===== src/rtl/router_pkt_fifo.sv =====
// Router packet FIFO: stores {header flag, byte} words and tags read words with sof/eop.
// Optional sticky error output is built when ROUTER_PKT_FIFO_ERR_EN is defined.
module router_pkt_fifo #(
    parameter int WIDTH = 8,
    parameter int DEPTH = 16,
    localparam int AW   = $clog2(DEPTH)
) (
    input  logic             clock,
    input  logic             resetn,
    input  logic             soft_reset,
    input  logic             write_enb,
    input  logic             lfd_state,
    input  logic [WIDTH-1:0] data_in,
    input  logic             read_enb,
    output logic [WIDTH-1:0] data_out,
    output logic             data_valid,
    output logic             sof,
    output logic             eop,
    output logic             full,
    output logic             empty,
`ifdef ROUTER_PKT_FIFO_ERR_EN
    output logic             err,
`endif
    output logic [AW:0]      count
);

    typedef enum logic {IDLE, PAYLOAD} state_t;

    logic [WIDTH:0]   mem_q [DEPTH];
    logic [AW-1:0]    wr_ptr_q, rd_ptr_q;
    logic [AW:0]      count_q;
    state_t           state_q;
    logic [WIDTH-2:0] pkt_rem_q;
    logic [WIDTH-1:0] data_q;
    logic             valid_q, sof_q, eop_q;

    logic             flush, wr_acc, rd_acc, rd_hdr;
    logic [WIDTH:0]   rd_word;
    logic [WIDTH-2:0] hdr_rem;

    assign flush   = !resetn || soft_reset;
    assign full    = (count_q == (AW+1)'(DEPTH));
    assign empty   = (count_q == '0);
    assign wr_acc  = write_enb && !full;
    assign rd_acc  = read_enb && !empty;
    assign rd_word = mem_q[rd_ptr_q];
    assign rd_hdr  = rd_word[WIDTH];
    // Header length field is data[WIDTH-1:2]; one extra word for the trailing parity.
    assign hdr_rem = (WIDTH-1)'(rd_word[WIDTH-1:2]) + (WIDTH-1)'(1);

    always_ff @(posedge clock) begin
        if (!flush && wr_acc)
            mem_q[wr_ptr_q] <= {lfd_state, data_in};
    end

    always_ff @(posedge clock) begin
        if (flush) begin
            wr_ptr_q  <= '0;
            rd_ptr_q  <= '0;
            count_q   <= '0;
            state_q   <= IDLE;
            pkt_rem_q <= '0;
            data_q    <= '0;
            valid_q   <= 1'b0;
            sof_q     <= 1'b0;
            eop_q     <= 1'b0;
        end else begin
            if (wr_acc)
                wr_ptr_q <= wr_ptr_q + AW'(1);
            if (rd_acc)
                rd_ptr_q <= rd_ptr_q + AW'(1);
            case ({wr_acc, rd_acc})
                2'b10:   count_q <= count_q + (AW+1)'(1);
                2'b01:   count_q <= count_q - (AW+1)'(1);
                default: count_q <= count_q;
            endcase

            valid_q <= rd_acc;
            data_q  <= rd_acc ? rd_word[WIDTH-1:0] : '0;
            sof_q   <= 1'b0;
            eop_q   <= 1'b0;
            if (rd_acc) begin
                if (rd_hdr) begin
                    sof_q     <= 1'b1;
                    pkt_rem_q <= hdr_rem;
                    state_q   <= PAYLOAD;
                end else if (state_q == PAYLOAD) begin
                    pkt_rem_q <= pkt_rem_q - (WIDTH-1)'(1);
                    if (pkt_rem_q == (WIDTH-1)'(1)) begin
                        eop_q   <= 1'b1;
                        state_q <= IDLE;
                    end
                end
            end
        end
    end

`ifdef ROUTER_PKT_FIFO_ERR_EN
    logic err_q;

    always_ff @(posedge clock) begin
        if (flush)
            err_q <= 1'b0;
        else if ((write_enb && full) || (read_enb && empty) ||
                 (rd_acc && rd_hdr && state_q == PAYLOAD))
            err_q <= 1'b1;
    end

    assign err = err_q;
`endif

    assign data_out   = data_q;
    assign data_valid = valid_q;
    assign sof        = sof_q;
    assign eop        = eop_q;
    assign count      = count_q;

endmodule


===== config.mk =====
export PLATFORM = sky130hd
export DESIGN_NAME = router_pkt_fifo
export DESIGN_NICKNAME = d
export VERILOG_FILES = /design/src/rtl/router_pkt_fifo.sv
export SDC_FILE = /design/constraint.sdc
export NUM_CORES = 1
export LEC_CHECK = 0
export CAP_MARGIN = 30
export CORE_MARGIN = 5
export CORE_UTILIZATION = 40
export DETAILED_ROUTE_END_ITERATION = 16
export DONT_BUFFER_PORTS = 1
export PLACE_DENSITY_LB_ADDON = 0.12
export SYNTH_ARGS = -nofsm -noshare
export SYNTH_HDL_FRONTEND = slang
export SYNTH_SLANG_ARGS = --single-unit

===== constraint.sdc =====
create_clock -name clock -period 2.9 [get_ports clock]
set_input_delay 0.145 -clock clock [delete_from_list [all_inputs] [get_ports clock]]
set_output_delay 0.145 -clock clock [all_outputs]
set_load 0.01 [all_outputs]

==> impl_results.md, run 1 <==
* RSZ-0062 raised after global routing: false
* Worst path bufs/invs at 3
* 1st-pass router iterations at 6
* Type of origin of the critical path: register
* Largest net degree at the start of global routing at 25
* Horiz. Die Dim at 146.6 µm
* Post-layout util at between 40% and 50%
* Antenna violations before repair at 0
* Dpl hpwl at between 10000 and 15000 µm
* EDFF count, synth at ~140
* Critical path required time at 3.21 ns
* Leading area contributor after synthesis: edfxtp_1
* Clock skew at roughly 0.0086 ns
* Critical path, cell by cell: buf_4, nor3_1, nand3_1, and2_1, inv_1, ha_2, inv_1, fa_1, nor2b_1, o21ai_0, and3_1, nor3_2, xnor2_1, nor2_1
* Worst Hold Class: in -> reg
* Residual DRC at 0
* RePlAce Congestion at a little over 0.8
* Worst stage delay on the critical path at between 0.3 and 0.4 ns
* Share of layout cells above drive strength 1 at 21.41%
* Synthesis Warnings at 0
* Syn Area/Cell at between 15 and 20 µm²
* CP max stage cell: fa_1
* CTS tree: yes
* Status: finished, final reports clean
* Slew @ Worst Pin at 0.7079 ns
* Top post-synthesis cells by area: edfxtp_1 58%, dfxtp_1 9.7%, mux4_2 7.2%
* Tmin final at ~2.6 ns
* Initial cell density of the core at ~40%
* Grt total ovfl at 0
* FFs w/ async S/R, synth at 0%
* Core area at between 15000 and 20000 µm²
* CTS root buf: clkbuf_16
* Most Frequent Cell on Critical Path: inv_1
* Vias in the first global route at 4245
* Sequential area share after synthesis at roughly two thirds
* Critical path peak fanout at 5
* Critical path class: reg -> reg
* Top cell type's share of synthesized area at between 50 and 60%
* I/O pin total at 32
* Total GRT Usage at 15.90%
* Skew-Pair Late Insertion Delay at around 0.42 ns
* Clock buffer depth at 2
* Wire per inst at approximately 22 µm
* PD cells at approximately 630 nW/µm²
* Buffers on Ports at 0
* Setup TNS at 0 ns
* Most frequent cells in the layout: 144 x edfxtp_1, 46 x nor2_1, 35 x dfxtp_1
* VDD IR-drop max at around 450 µV
* Final setup vio count at 0
* Worst rel slew slack at between 50% and 60%
* N_diodes at 0
* Final period util at ~90%
* Worst path top cell family by delay: simple AND/OR/NAND/NOR gates
* Post-synth cell types at about 60
* H-tree level count at 4
* DR vias/cell at 5.338
* Mapped Cells at approximately 470
* Die ar. at about 22000 µm²
* Final wirelength at 16320 µm
* Main synth FF type: edfxtp_1
* Sink Count at 180
* Fin. max-slew vios at 0
* FMAX at 381.6 MHz
* Synth Register Bits at 180
* Synth-to-layout area growth at 15.33%
* Vias at between 4000 and 5000
* TritonCTS Buffers at 17
* Max Cap Viol at 0
* Nets at around 540
* Most common cell after layout, fill and taps aside: edfxtp_1
* Hold Violations, Final at 0
* Die height at about 150 µm
* Row count at 50
* Clk pin slew, worst setup/hold paths at roughly 0.07 ns
* First-pass GRT wire length at ~26000 µm
* Post-DRT Antenna Nets at 0
* Post-Syn Nets at 494
* Worst Setup End Kind: register
* Starting DRC count in detailed routing at approximately 290
* Mapped Area at between 7000 and 8000 µm²
* Arr. time, crit path at 2.93 ns
* LEAKAGE at approximately 2.8 nW
per-stage QoR:
step | instances | area [µm²] | hold slack [ns] | worst slack [ns] | total power [mW]
2_1_floorplan | 467 | 7467 | 0.2439 | 0.01794 | 2.995
3_3_place_gp | 716 | 7888 | 0.2447 | 0.3367 | 3.038
3_5_place_dp | 716 | 7888 | 0.2445 | 0.1887 | 3.040
4_1_cts | 757 | 8605 | 0.06517 | 0.1839 | 5.478
5_1_grt | 757 | 8612 | 0.06026 | 0.05998 | 5.617
6_report | 757 | 8612 | 0.08127 | 0.2791 | 5.417
cell usage after synthesis, types with 3 or more instances:
cell,n
a21oi_1,15
mux4_1,5
nor2b_1,9
mux2i_1,18
buf_1,3
a221oi_2,5
buf_6,5
nand4_1,5
nor2_1,46
o21ai_0,5
nand2_1,24
dfxtp_1,36
buf_2,3
inv_1,15
a211oi_1,8
o21bai_1,3
and2_1,3
xor2_1,6
and4_1,3
nor3_1,5
edfxtp_1,144
ha_1,12
xnor2_1,5
mux4_2,24
nand3_1,7
clkbuf_1,7
a22oi_2,5
state kept, by name, indices dropped and copies added (netlist names), named ones only:
name        count
eop             1
mem_q         144
sof             1
rd_ptr_q        4
count           5
wr_ptr_q        4
data_valid      1
data_out        8
pkt_rem_q       7
state_q         1
power breakdown:
part / leakage [nW] / total [mW] / internal (mW) / switching [mW]
logic: 0.923 / 0.213 / 0.0844 / 0.128
clock network: 0.300 / 2.40 / 1.38 / 1.02
registers: 1.59 / 2.81 / 2.80 / 0.00933
total: 2.81 / 5.42 / 4.26 / 1.15
final timing paths:
path / startpoint / end / slack [ns] / cells past startpoint
hold / removal: soft_reset / pkt_rem_q[2] / 0.08 / 4
hold reg to reg: state_q / state_q / 0.51 / 2
setup / recovery: count[1] / count[4] / 0.28 / 14
setup reg to reg: count[1] / count[4] / 0.28 / 14
layout make-up:
class	count	area, µm²
Clock buffer	17	425.4
Clock inverter	15	201.4
Fill cell	1640	9906
Inverter	16	60.06
Multi-Input combinational cell	251	2221
Sequential cell	180	5046
Tap cell	234	292.8
Timing Repair Buffer	44	365.4
tightest hold or removal path, cell delays in order:
cell	delay (ns)
nor2b_1	0.02
buf_4	0.16
nand2_1	0.06
o21ai_0	0.06
cells by family (layout without fill, tap and decap cells):
group,after synthesis,after routing,share of synthesized area [%]
XOR/XNOR,11,11,1.290
multiplexers,47,47,11.41
adder cells (fa/ha/maj),13,13,2.279
flip-flops,180,180,67.56
buffers and inverters,36,92,2.798
AO/OA/AOI/OAI,62,62,6.954
AND/OR/NAND/NOR,118,118,7.708
per-layer routing:
metal / vias up / share of wire, % / track usage (%)
met5: - / 0 / 0
met4: 0 / 0.69 / 3.857
met3: 5 / 3.3 / 3.911
li1: 1896 / - / -
met2: 69 / 51 / 26.43
met1: 2071 / 46 / 21.13
timing repair:
action,CTS,global route
hold endpoints to repair,144,0
endpoints found under the setup margin,0,1
hold buffers,9,0
setup buffers,0,0
gates resized for setup,0,2
No activity file was read; power rests on OpenSTA's default activity.
==> inputs of run 2 (changes only) <==
--- a/config.mk
+++ b/config.mk
@@ -6,6 +6,7 @@
 export NUM_CORES = 1
 export LEC_CHECK = 0
 export CAP_MARGIN = 30
+export CORE_ASPECT_RATIO = 1.1
 export CORE_MARGIN = 5
 export CORE_UTILIZATION = 40
 export DETAILED_ROUTE_END_ITERATION = 16
==> impl_results.md, run 2 (synthesis gave the netlist of run 1 again) <==
* Antenna violations before repair at 0
* Seq. cell area at 5046 µm²
* Start of the worst register-to-register path: count[1]
* Clk pin slew, worst setup/hold paths at 0.06 ns
* FF-to-FF setup slack at around 0.30 ns
* Worst Hold Class: in -> reg
* Residual DRC at 0
* Share of layout cells above drive strength 1 at 20.69%
* Die height at approximately 150 µm
* Final instance area at 8600 µm²
* Buffers on Ports at 0
* FMAX at between 300 and 400 MHz
* Setup TNS at 0 ns
* N_diodes at 0
* I/O pin total at 32
* Area occupied by multi-input gates at roughly 2200 µm²
* RSZ-0062 raised after global routing: false
* Hold Path Sink: pkt_rem_q[6]
* Hold depth at 4
* # fillers at between 1500 and 2000
* Post-detailed-placement cell area at between 7000 and 8000 µm²
* Hold wc startpoint: soft_reset
* Largest Register: mem_q
* Vias in the first global route at 4236
* H-tree level count at 4
* Post-DRT Antenna Nets at 0
* Initial cell density of the core at 40.55%
* LEAKAGE at 2.799 nW
* Hold Violations, Final at 0
* Core area at about 18000 µm²
* Arr. time, crit path at just under 3 ns
* Critical path required time at about 3.2 ns
* Final period util at approximately nine tenths
* PD cells at 627.1 nW/µm²
* Clk pwr share at about 44%
* CTS root buf: clkbuf_16
* Row count at 52
* Worst Setup End Kind: register
* Sink Count at 180
* Worst rel slew slack at 40.60%
* Synth-to-layout area growth at 15.16%
* Grt total ovfl at 0
* R2R cell count at 14
* Die ar. at ~22000 µm²
* Worst R2R End: count[4]
* Nets at between 500 and 600
* Skew-Pair Late Insertion Delay at about 0.43 ns
* Critical path class: reg -> reg
* Horiz. Die Dim at 140.3 µm
* First-pass GRT wire length at ~26000 µm
* Critical path peak fanout at 5
* DR vias/cell at 5.346
* Total GRT Usage at between 10% and 20%
* Tmin final at between 2 and 3 ns
* Vias at 4090
* Clock buffer depth at 2
* Slew @ Worst Pin at 0.8892 ns
* Dpl hpwl at about 11000 µm
* Largest net degree at the start of global routing at 33
* Max Cap Viol at 0
* Comb pwr share at between 3 and 4%
* VDD IR-drop max at approximately 400 µV
* Number of flip-flops in the largest register at between 100 and 150
* Most frequent cells in the layout: 144 x edfxtp_1, 46 x nor2_1, 35 x dfxtp_1
* Int Pwr at between 4 and 5 mW
* Status: finished, final reports clean
* Wire per inst at about 22 µm
* Net Sw Frac at 20.74%
* Final setup vio count at 0
* Switching pwr at between 1 and 1.5 mW
* Setup crit start: count[1]
* Type of origin of the critical path: register
* Sequential power share at 52.0%
* 1st-pass router iterations at 4
* Final wirelength at roughly 17000 µm
* TritonCTS Buffers at 17
* Fin. max-slew vios at 0
* CTS tree: yes
* Starting DRC count in detailed routing at ~170
* Most common cell after layout, fill and taps aside: edfxtp_1
* RePlAce Congestion at around 0.80
* Clock skew at around 0.011 ns
run 2: repair_timing:
item,in CTS,in global routing
hold buffers,9,0
endpoints found under the hold margin,144,0
gates resized for setup,0,1
setup endpoints to repair,0,1
setup buffers,0,0
run 2: layout make-up:
| cell class | instances | share of cell area (%) |
|---|---|---|
| sequential | 180 | 58.68 |
| multi-input combinational | 251 | 25.80 |
| clock buffer | 20 | 5.194 |
| timing repair buffer | 43 | 4.161 |
| tap | 243 | 3.536 |
| clock inverter | 12 | 1.935 |
| inverter | 16 | 0.6984 |
run 2: power groups by stage:
| stage | Sequential [mW] | Combinational [mW] | Clock [mW] |
|---|---|---|---|
| after floorplan | 2.86 | 0.132 | 0 |
| after CTS | 2.81 | 0.210 | 2.43 |
| final | 2.81 | 0.208 | 2.38 |
| after global placement | 2.86 | 0.174 | 0 |
| after global routing | 2.81 | 0.230 | 2.54 |
| after detailed placement | 2.86 | 0.174 | 0 |
run 2: layer usage:
layer / routed length, µm / global-route usage (%) / vias up
met5: 0 / 0 / -
met4: 311 / 4.845 / 0
met3: 563 / 3.813 / 19
met2: 8438 / 26.85 / 82
met1: 7262 / 20.82 / 2095
li1: - / - / 1894
run 2: stage by stage:
stage                     utilization [%]  power [mW]  setup slack (ns)  hold slack [ns]  instances
final                               46.70       5.393            0.2957          0.07798        765
after global routing                46.70       5.577           0.07293          0.08191        765
after CTS                           46.68       5.441            0.2531          0.06630        765
after detailed placement            42.86       3.037            0.2744           0.2446        724
after global placement              42.86       3.037            0.3633           0.2446        724
after floorplan                         -       2.995           0.01794           0.2439        467
run 2: how the worst max path moves through the flow:
stage                to  slack, ns  cells past startpoint
2_1_floorplan  count[4]       0.02                     12
3_3_place_gp   count[4]       0.36                     14
3_5_place_dp   count[4]       0.27                     14
4_1_cts        count[4]       0.25                     14
5_1_grt        count[4]       0.07                     14
6_report       count[4]       0.30                     14
run 2: critical path, cell delays in order, from the launching register on:
cell	delay, ns
dfxtp_1	0.31
buf_4	0.15
nor3_1	0.18
nand3_1	0.11
and2_1	0.19
inv_1	0.06
ha_1	0.22
inv_1	0.10
fa_1	0.38
nor2b_1	0.15
o21ai_0	0.11
and3_1	0.20
nor3_2	0.12
xnor2_1	0.14
nor2_1	0.05
